**src/rtl/wb_daq_sample_buffer.sv**
```systemverilog
// Packs 8/16/32-bit ADC samples into 32-bit words, queues them, and requests Wishbone write bursts.
// Push and pop show up one cycle after the accepting edge; a push into a full FIFO is dropped and counted.
module wb_daq_sample_buffer #(
  parameter int dw      = 32,
  parameter int aw      = 32,
  parameter int FIFO_AW = 4
) (
  input  logic               wb_clk,
  input  logic               wb_rst,
  input  logic               enable,
  input  logic [1:0]         data_size,
  input  logic               adc_valid,
  input  logic [31:0]        adc_data,
  input  logic               flush,
  input  logic [aw-1:0]      vector_base,
  input  logic [FIFO_AW:0]   threshold,
  input  logic               bus_master_idle,
  input  logic               data_done,
  output logic               start,
  output logic [aw-1:0]      address,
  output logic [3:0]         selection,
  output logic               write,
  output logic [dw-1:0]      data_wr,
  output logic               fifo_empty,
  output logic [FIFO_AW:0]   fifo_level,
  output logic               overflow,
  output logic [15:0]        dropped_count
);

  localparam int DEPTH = 1 << FIFO_AW;
  localparam logic [FIFO_AW:0]   FULL_LVL = (FIFO_AW+1)'(DEPTH);
  localparam logic [FIFO_AW:0]   LVL_ONE  = (FIFO_AW+1)'(1);
  localparam logic [FIFO_AW-1:0] PTR_ONE  = FIFO_AW'(1);

  localparam logic [1:0] S_IDLE  = 2'd0;
  localparam logic [1:0] S_REQ   = 2'd1;
  localparam logic [1:0] S_BURST = 2'd2;
  localparam logic [1:0] S_HOLD  = 2'd3;

  logic [1:0]         slot;
  logic [1:0]         last_slot;
  logic [31:0]        acc;
  logic [31:0]        placed;
  logic [dw-1:0]      push_dat;
  logic               sample_in, word_full, push, pop, push_ok;
  logic [FIFO_AW:0]   level_nxt;
  logic [FIFO_AW-1:0] wr_ptr, rd_ptr, rd_inc;
  logic [dw-1:0]      mem [DEPTH];
  logic [1:0]         state;
  logic               flush_pending;
  logic [FIFO_AW:0]   eff_thr;
  logic               go;

  // Packer: sample k of a word lands in lane k, little-endian.
  always_comb begin
    placed    = '0;
    last_slot = 2'd0;
    case (data_size)
      2'd0: begin
        placed    = {24'd0, adc_data[7:0]} << {slot, 3'b000};
        last_slot = 2'd3;
      end
      2'd1: begin
        placed    = {16'd0, adc_data[15:0]} << {slot[0], 4'b0000};
        last_slot = 2'd1;
      end
      default: placed = adc_data;
    endcase
  end

  assign sample_in = enable && adc_valid;
  assign word_full = sample_in && (slot == last_slot);
  assign push      = word_full || (enable && flush && (slot != 2'd0 || sample_in));
  assign push_dat  = acc | (sample_in ? placed : 32'd0);

  always_ff @(posedge wb_clk) begin
    if (wb_rst || !enable || push) begin
      slot <= 2'd0;
      acc  <= 32'd0;
    end else if (sample_in) begin
      slot <= slot + 2'd1;
      acc  <= push_dat;
    end
  end

  // A full FIFO still accepts a push when a pop frees a slot on the same edge.
  assign pop     = data_done && (fifo_level != '0);
  assign push_ok = push && ((fifo_level != FULL_LVL) || pop);
  assign rd_inc  = rd_ptr + PTR_ONE;

  always_comb begin
    level_nxt = fifo_level;
    if (push_ok && !pop)      level_nxt = fifo_level + LVL_ONE;
    else if (!push_ok && pop) level_nxt = fifo_level - LVL_ONE;
  end

  always_ff @(posedge wb_clk) begin
    if (push_ok) mem[wr_ptr] <= push_dat;
  end

  always_ff @(posedge wb_clk) begin
    if (wb_rst) begin
      wr_ptr        <= '0;
      rd_ptr        <= '0;
      fifo_level    <= '0;
      fifo_empty    <= 1'b1;
      data_wr       <= '0;
      overflow      <= 1'b0;
      dropped_count <= 16'd0;
    end else begin
      if (push_ok) wr_ptr <= wr_ptr + PTR_ONE;
      if (pop)     rd_ptr <= rd_inc;
      fifo_level <= level_nxt;
      fifo_empty <= (level_nxt == '0);
      // The incoming word bypasses memory when it becomes the new head.
      if (push_ok && ((fifo_level == '0) || (pop && fifo_level == LVL_ONE)))
        data_wr <= push_dat;
      else if (pop)
        data_wr <= mem[rd_inc];
      if (push && !push_ok) begin
        overflow <= 1'b1;
        if (dropped_count != 16'hFFFF) dropped_count <= dropped_count + 16'd1;
      end
    end
  end

  assign eff_thr = (threshold == '0) ? LVL_ONE : threshold;
  assign go = enable && bus_master_idle && !fifo_empty &&
              ((fifo_level >= eff_thr) || flush_pending);
  assign start = (state == S_REQ);

  always_ff @(posedge wb_clk) begin
    if (wb_rst) begin
      state         <= S_IDLE;
      flush_pending <= 1'b0;
      address       <= '0;
      selection     <= 4'h0;
      write         <= 1'b0;
    end else begin
      if (flush)               flush_pending <= 1'b1;
      else if (state == S_REQ) flush_pending <= 1'b0;
      case (state)
        S_IDLE: if (go) begin
          state     <= S_REQ;
          address   <= vector_base;
          selection <= 4'hF;
          write     <= 1'b1;
        end
        S_REQ:   state <= S_BURST;
        S_BURST: if (bus_master_idle) state <= S_HOLD;
        default: state <= S_IDLE;
      endcase
    end
  end

endmodule

```
**config.mk**
```make
export PLATFORM = sky130hd
export DESIGN_NAME = wb_daq_sample_buffer
export DESIGN_NICKNAME = d
export VERILOG_FILES = /design/src/rtl/wb_daq_sample_buffer.sv
export SDC_FILE = /design/constraint.sdc
export NUM_CORES = 1
export LEC_CHECK = 0
export CAP_MARGIN = 40
export CORE_AREA = 2 2 169 294
export DETAILED_ROUTE_END_ITERATION = 6
export DIE_AREA = 0 0 171 296
export PLACE_DENSITY = 0.71
export REMOVE_ABC_BUFFERS = 1
export SETUP_SLACK_MARGIN = 0.1
export SLEW_MARGIN = 40
export SYNTH_ARGS = -nofsm -noshare
export SYNTH_HDL_FRONTEND = slang
export SYNTH_SLANG_ARGS = --single-unit
```
**constraint.sdc**
```tcl
create_clock -name wb_clk -period 4.3 [get_ports wb_clk]
set_input_delay 0.86 -clock wb_clk [delete_from_list [all_inputs] [get_ports wb_clk]]
set_output_delay 0.86 -clock wb_clk [all_outputs]
set_load 0.01 [all_outputs]
```
# [Word level (Yosys, flattened, before mapping)]
# Memories as Yosys holds them, arrays and structs flattened.
# Index checks and enable logic that the tools add are counted.
[op_classes] n_eq_ne=9 n_div=0 shifts=2 reduce_logical=37 n_bitwise=1 n_addsub=6 mul=0 magnitude_cmp=1 mux=15
[ops] op="32-bit two-way mux" n=3
[ops] op="32-bit one-hot mux with 2 select lines" n=1
[ops] op="32-bit bitwise OR" n=1
[ops] op="16-bit by 5-bit left shift with 32-bit output" n=1
[ops] op="8-bit by 5-bit left shift with 32-bit output" n=1
[ops] op="16-bit by 1-bit adder with 16-bit output (second input constant)" n=1
[ops] op="16-bit inequality test (second input constant)" n=1
[ops] op="5-bit logical NOT" n=3
[ops] op="5-bit two-way mux" n=3
[ops] op="1-bit logical AND" n=14
[ops] op="4-bit by 1-bit adder with 4-bit output (second input constant)" n=2
[ops] op="1-bit logical OR" n=7
[ops] op="2-bit one-hot mux with 3 select lines" n=1
[ops] op="2-bit AND reduction" n=3
[ops] op="2-bit nonzero test" n=3
[ops] op="5-bit by 1-bit adder with 5-bit output (second input constant)" n=1
[ops] op="5-bit by 1-bit == test with 1-bit output (second input constant)" n=1
[ops] op="5-bit greater-or-equal comparator" n=1
[ops] op="5-bit inequality test (second input constant)" n=1
[ops] op="5-bit nonzero test" n=1
[ops] op="5-bit by 1-bit subtractor with 5-bit output (second input constant)" n=1
[ops] op="2-bit by 1-bit == test with 1-bit output (second input constant)" n=2
[ops] op="1-bit logical NOT" n=4
[ops] op="2-bit logical NOT" n=2
[ops] op="7 further kinds" n=12
[totals] ramBits=512 romBits=0 latch_bits=0 mem_count=1 register_bits=134 in_bits=78
[memory_table] name="mem" depth=16 width=32 rd=1 rd_clocked_by_memory_dff=0 wr=1 line="48" rtl="logic [dw-1:0] mem [DEPTH];"

# [Depth between registers and ports, before layout]
[logic_depth] word_depth=11 ltp_mapped=11

# [Worst setup path after synthesis]
# OpenSTA, ideal clock, no wires.
[synth_path] path_kind="input-to-reg" startpoint="input port data_size[0]" endpoint="memory mem[3][0], enable pin" required_ns=3.839 slack_ns=-0.202 n_path_buf=1 arrival_ns=4.041 setup_time_ns=0.461 stages=6 cell_sequence="nand2b_1 -> nor3_4 -> o311a_1 -> buf_6 -> nand2_1 -> nor3_1"
[synth_via] elab_chain_cells=8 word_cells_on_any_way=9 classes_between="2 x eq/ne; 3 x mux; 4 x reduce/logical"
[synth_lines] item="from (decl)" line="11" rtl="input logic [1:0] data_size,"
[synth_lines] item="2-bit by 1-bit == test with 1-bit output or 2-bit logical NOT (tied branches)" line="58" rtl="case (data_size)"
[synth_lines] item="2-bit one-hot mux with 2 select lines (*)" line="58"
[synth_lines] item="2-bit == test (*)" line="72" rtl="assign word_full = sample_in && (slot == last_slot);"
[synth_lines] item="1-bit logical AND (*)" line="72"
[synth_lines] item="1-bit logical OR (*)" line="73" rtl="assign push = word_full || (enable && flush && (slot != 2'd0 || sample_in));"
[synth_lines] item="1-bit logical AND (*)" line="88" rtl="assign push_ok = push && ((fifo_level != FULL_LVL) || pop);"
[synth_lines] item="1-bit two-way mux (*)" line="98" rtl="if (push_ok) mem[wr_ptr] <= push_dat;"
[synth_lines] item="1-bit two-way mux (implied by the code) (*)" line="98"
[synth_lines] item="to (decl)" line="48"
# Every way passes the cells marked *; elsewhere a longest branch is shown, timed or not.

# [Worst setup path in the final report]
[layout_path] startpoint="register fifo_level[0]" endpoint="memory mem[12][13], enable pin"
[layout_via] elab_chain_cells=6 word_cells_on_any_way=7 classes_between="1 x eq/ne; 2 x mux; 4 x reduce/logical"
[layout_lines] item="from (decl)" line="25" rtl="output logic [FIFO_AW:0] fifo_level,"
[layout_lines] item="from (signal assigned)" line="113" rtl="fifo_level <= level_nxt;"
[layout_lines] item="5-bit nonzero test" line="87" rtl="assign pop = data_done && (fifo_level != '0);"
[layout_lines] item="1-bit logical AND" line="87"
[layout_lines] item="1-bit logical OR (*)" line="88"
[layout_lines] item="1-bit logical AND (*)" line="88"
[layout_lines] item="1-bit two-way mux (*)" line="98"
[layout_lines] item="1-bit two-way mux (implied by the code) (*)" line="98"
# Marked as above.

==> reports/qor.txt <==
status: finished, final reports clean
Hold Crit Depth: 2
Power Density: 517 mW/mm^2
largest net degree at the start of global routing: 53
crit start category: flip-flop
crit path to: mem[12][13]
Remaining DRCs: 0
Global Route met2 Usage: 43.4%
CTS Root Cell: clkbuf_16
cell area after synthesis: 0.0253 sq mm
Max stage delay on crit path: 0.56 ns
Die X-Extent: 171 um
Slowest cell on crit path: o311a_1
layout cells sized above 1: 21.7%
row cnt: 107
cells on worst reg2reg path: 8
insertion delay to the later sink of the worst-skew pair: 0.60 ns
Cells after Synth: 1409
Initial Utilization: 52.2%
RR Endpoint: mem[12][13]
worst r2r src: fifo_level[0]
top-count cell post-synth: edfxtp_1
global-route wire length before repair: 90.8 mm
Setup Fix Bufs, Post-CTS: 0
# port buffers: 170
ant diodes: 0
Synth area leader: edfxtp_1
initial antenna violation count: 0
fillers: 3505
total power: 15.5 mW
register-to-register setup slack: 0.84 ns
clk buf depth: 3
pins over their slew limit: 0
Arr. time, crit path: 3.69 ns
#FFs+latches synth: 645
DR vias: 14006
Yosys cell types: 52
min cycle time layout: 3.46 ns
M1 GR Usage: 31.1%
detailed placement HPWL: 37.4 mm
chip height: 296 um
Max Cap Viol: 0
Area Overhead vs Synth: 18.7%
CP Class: flip-flop to flip-flop
most common flop cell mapped by yosys: edfxtp_1
Setup Skew: 0.0282 ns
Multi-input gate area: 0.00697 sq mm
RSZ-0062 raised after global routing: no
I/O Pins: 171
Synth async-reset ratio: 0%
Detail Route Antenna Nets: 0
Hold Crit Class: flip-flop to flip-flop
cts bufs inserted: 54
clk slew on worst S/H paths: 0.07 ns
fin nets: 1732
final setup vio count: 0
Fin Hold WS: 0.486 ns
CTS Sinks: 645
Max Fclk: 289 MHz
leakage power: 10.1 nW
vias in the first global route: 14396
H-tree levels: 2
sequential area share after synthesis: 71.3%
Crit path required time: 4.53 ns
Iter 0 DRT Violations: 1312
CP Capture Type: flip-flop
hold path start: acc[3]
Avg WL per Cell: 26.5 um
DRT Wirelength: 61.7 mm
relative slew slack: 47.5%
Total Die Area: 0.0506 sq mm
GRT met3 Usage: 4.02%
Post-synth EDFFs: 512
hold violation total from the final report: 0
Placer Congestion: 0.817
register area: 0.0180 sq mm
Critical Path, Cell by Cell: inv_1, ha_1, or3b_4, or3_1, o311a_1, nand2_1, nor2_4, buf_4
Pre-antenna DRT Iters: 5
post-cts resize count: 0
final period utilization: 80.5%
cts-stage hold buffer count: 0
core region area: 0.0485 sq mm
total global routing overflow: 0
CTS tree: done
vias per std cell: 6.01
worst vdd ir: 0.354 mV
area fraction of the dominant cell type after synthesis: 60.8%
top cells by area, synth: edfxtp_1 61%, mux4_2 14%, dfxtp_1 11%, nor2_1 1.8%, mux2i_1 1.5%
grt peak-use layer: met2
critical-path maximum fanout: 18
Syn Area/Cell: 17.9 sq um
most common library cells after synthesis: 512 x edfxtp_1, 160 x mux4_2, 133 x dfxtp_1, 121 x nor2_1, 64 x nand2_1
Worst-Margin Slew: 0.786 ns
Synth warnings: 0
Worst Setup SP: fifo_level[0]
GR Util All Layers: 24.7%
critical path, delay by kind of cell (launching register included):
family,cells,cell delay (ns)
and+or+nand+nor,4,1.18
buffers and inverters,2,0.56
AOI/OAI and AO/OA,1,0.56
DFF,1,0.51
adders and majority gates,1,0.28
cell families (layout without fill, tap and decap cells):
logic type      Yosys count  in the layout  share of synthesized area (%)
flops                   645            645                           71.3
simple gates            259            259                           4.76
mux                     198            198                           15.8
compound gates          150            150                           4.28
buf+inv                 109            375                           1.91
xor+xnor                 28             28                          0.970
fa+ha+maj                20             20                          0.990
worst min-delay path by stage:
stage	slack, ns	to
6_report	0.49	acc[3]
2_1_floorplan	0.45	rd_ptr[1]
4_1_cts	0.49	acc[3]
3_5_place_dp	0.47	acc[3]
5_1_grt	0.51	overflow
3_3_place_gp	0.46	overflow
flip-flops by register name, summed over array words and instances, names as in the netlist:
name,count
mem,512
acc,32
address,32
data_wr,32
dropped_count,16
fifo_level,5
rd_ptr,4
wr_ptr,4
slot,2
state,2
fifo_empty,1
flush_pending,1
overflow,1
write,1
placed cells by master (no fill, tap or decap), drive strengths merged, types with 38 or more instances in the layout:
cell type,count
edfxtp,512
mux2i,38
clkdlybuf4s50,169
nor2,121
dfxtp,133
clkbuf,64
nand2,65
mux4,160
buf,82
a21oi,48
layer usage:
layer  wire length, um  up-vias
li1                  -     5978
met1             22400     7190
met2             32300      707
met3              5020      131
met4              2010        0
met5                 0        -
final cells by class:
cell class | count | area share, %
Clock inverter | 33 | 0.879
Timing Repair Buffer | 251 | 7.97
Inverter | 27 | 0.338
Sequential cell | 645 | 60.1
Clock buffer | 64 | 4.76
Tap cell | 654 | 2.73
Multi-Input combinational cell | 655 | 23.2
through the flow:
stage	TNS (ns)	instances	setup WS, ns	utilization [%]	area (sq um)
after CTS	0	2328	0.818	61.9	30000
final	0	2329	0.839	61.9	30000
after global routing	0	2329	0.640	61.9	30000
after floorplan	-222.26	1327	-5.24	-	24900
after global placement	0	2229	0.444	58.3	28300
after detailed placement	0	2231	0.455	58.4	28300
where the power goes:
group	total, mW	internal (mW)	leakage [nW]	switching, mW
clock network	4.75	2.56	0.818	2.18
logic	3.60	1.79	3.43	1.81
registers	7.18	6.95	5.82	0.225
Power figures use the tool's default switching activity.
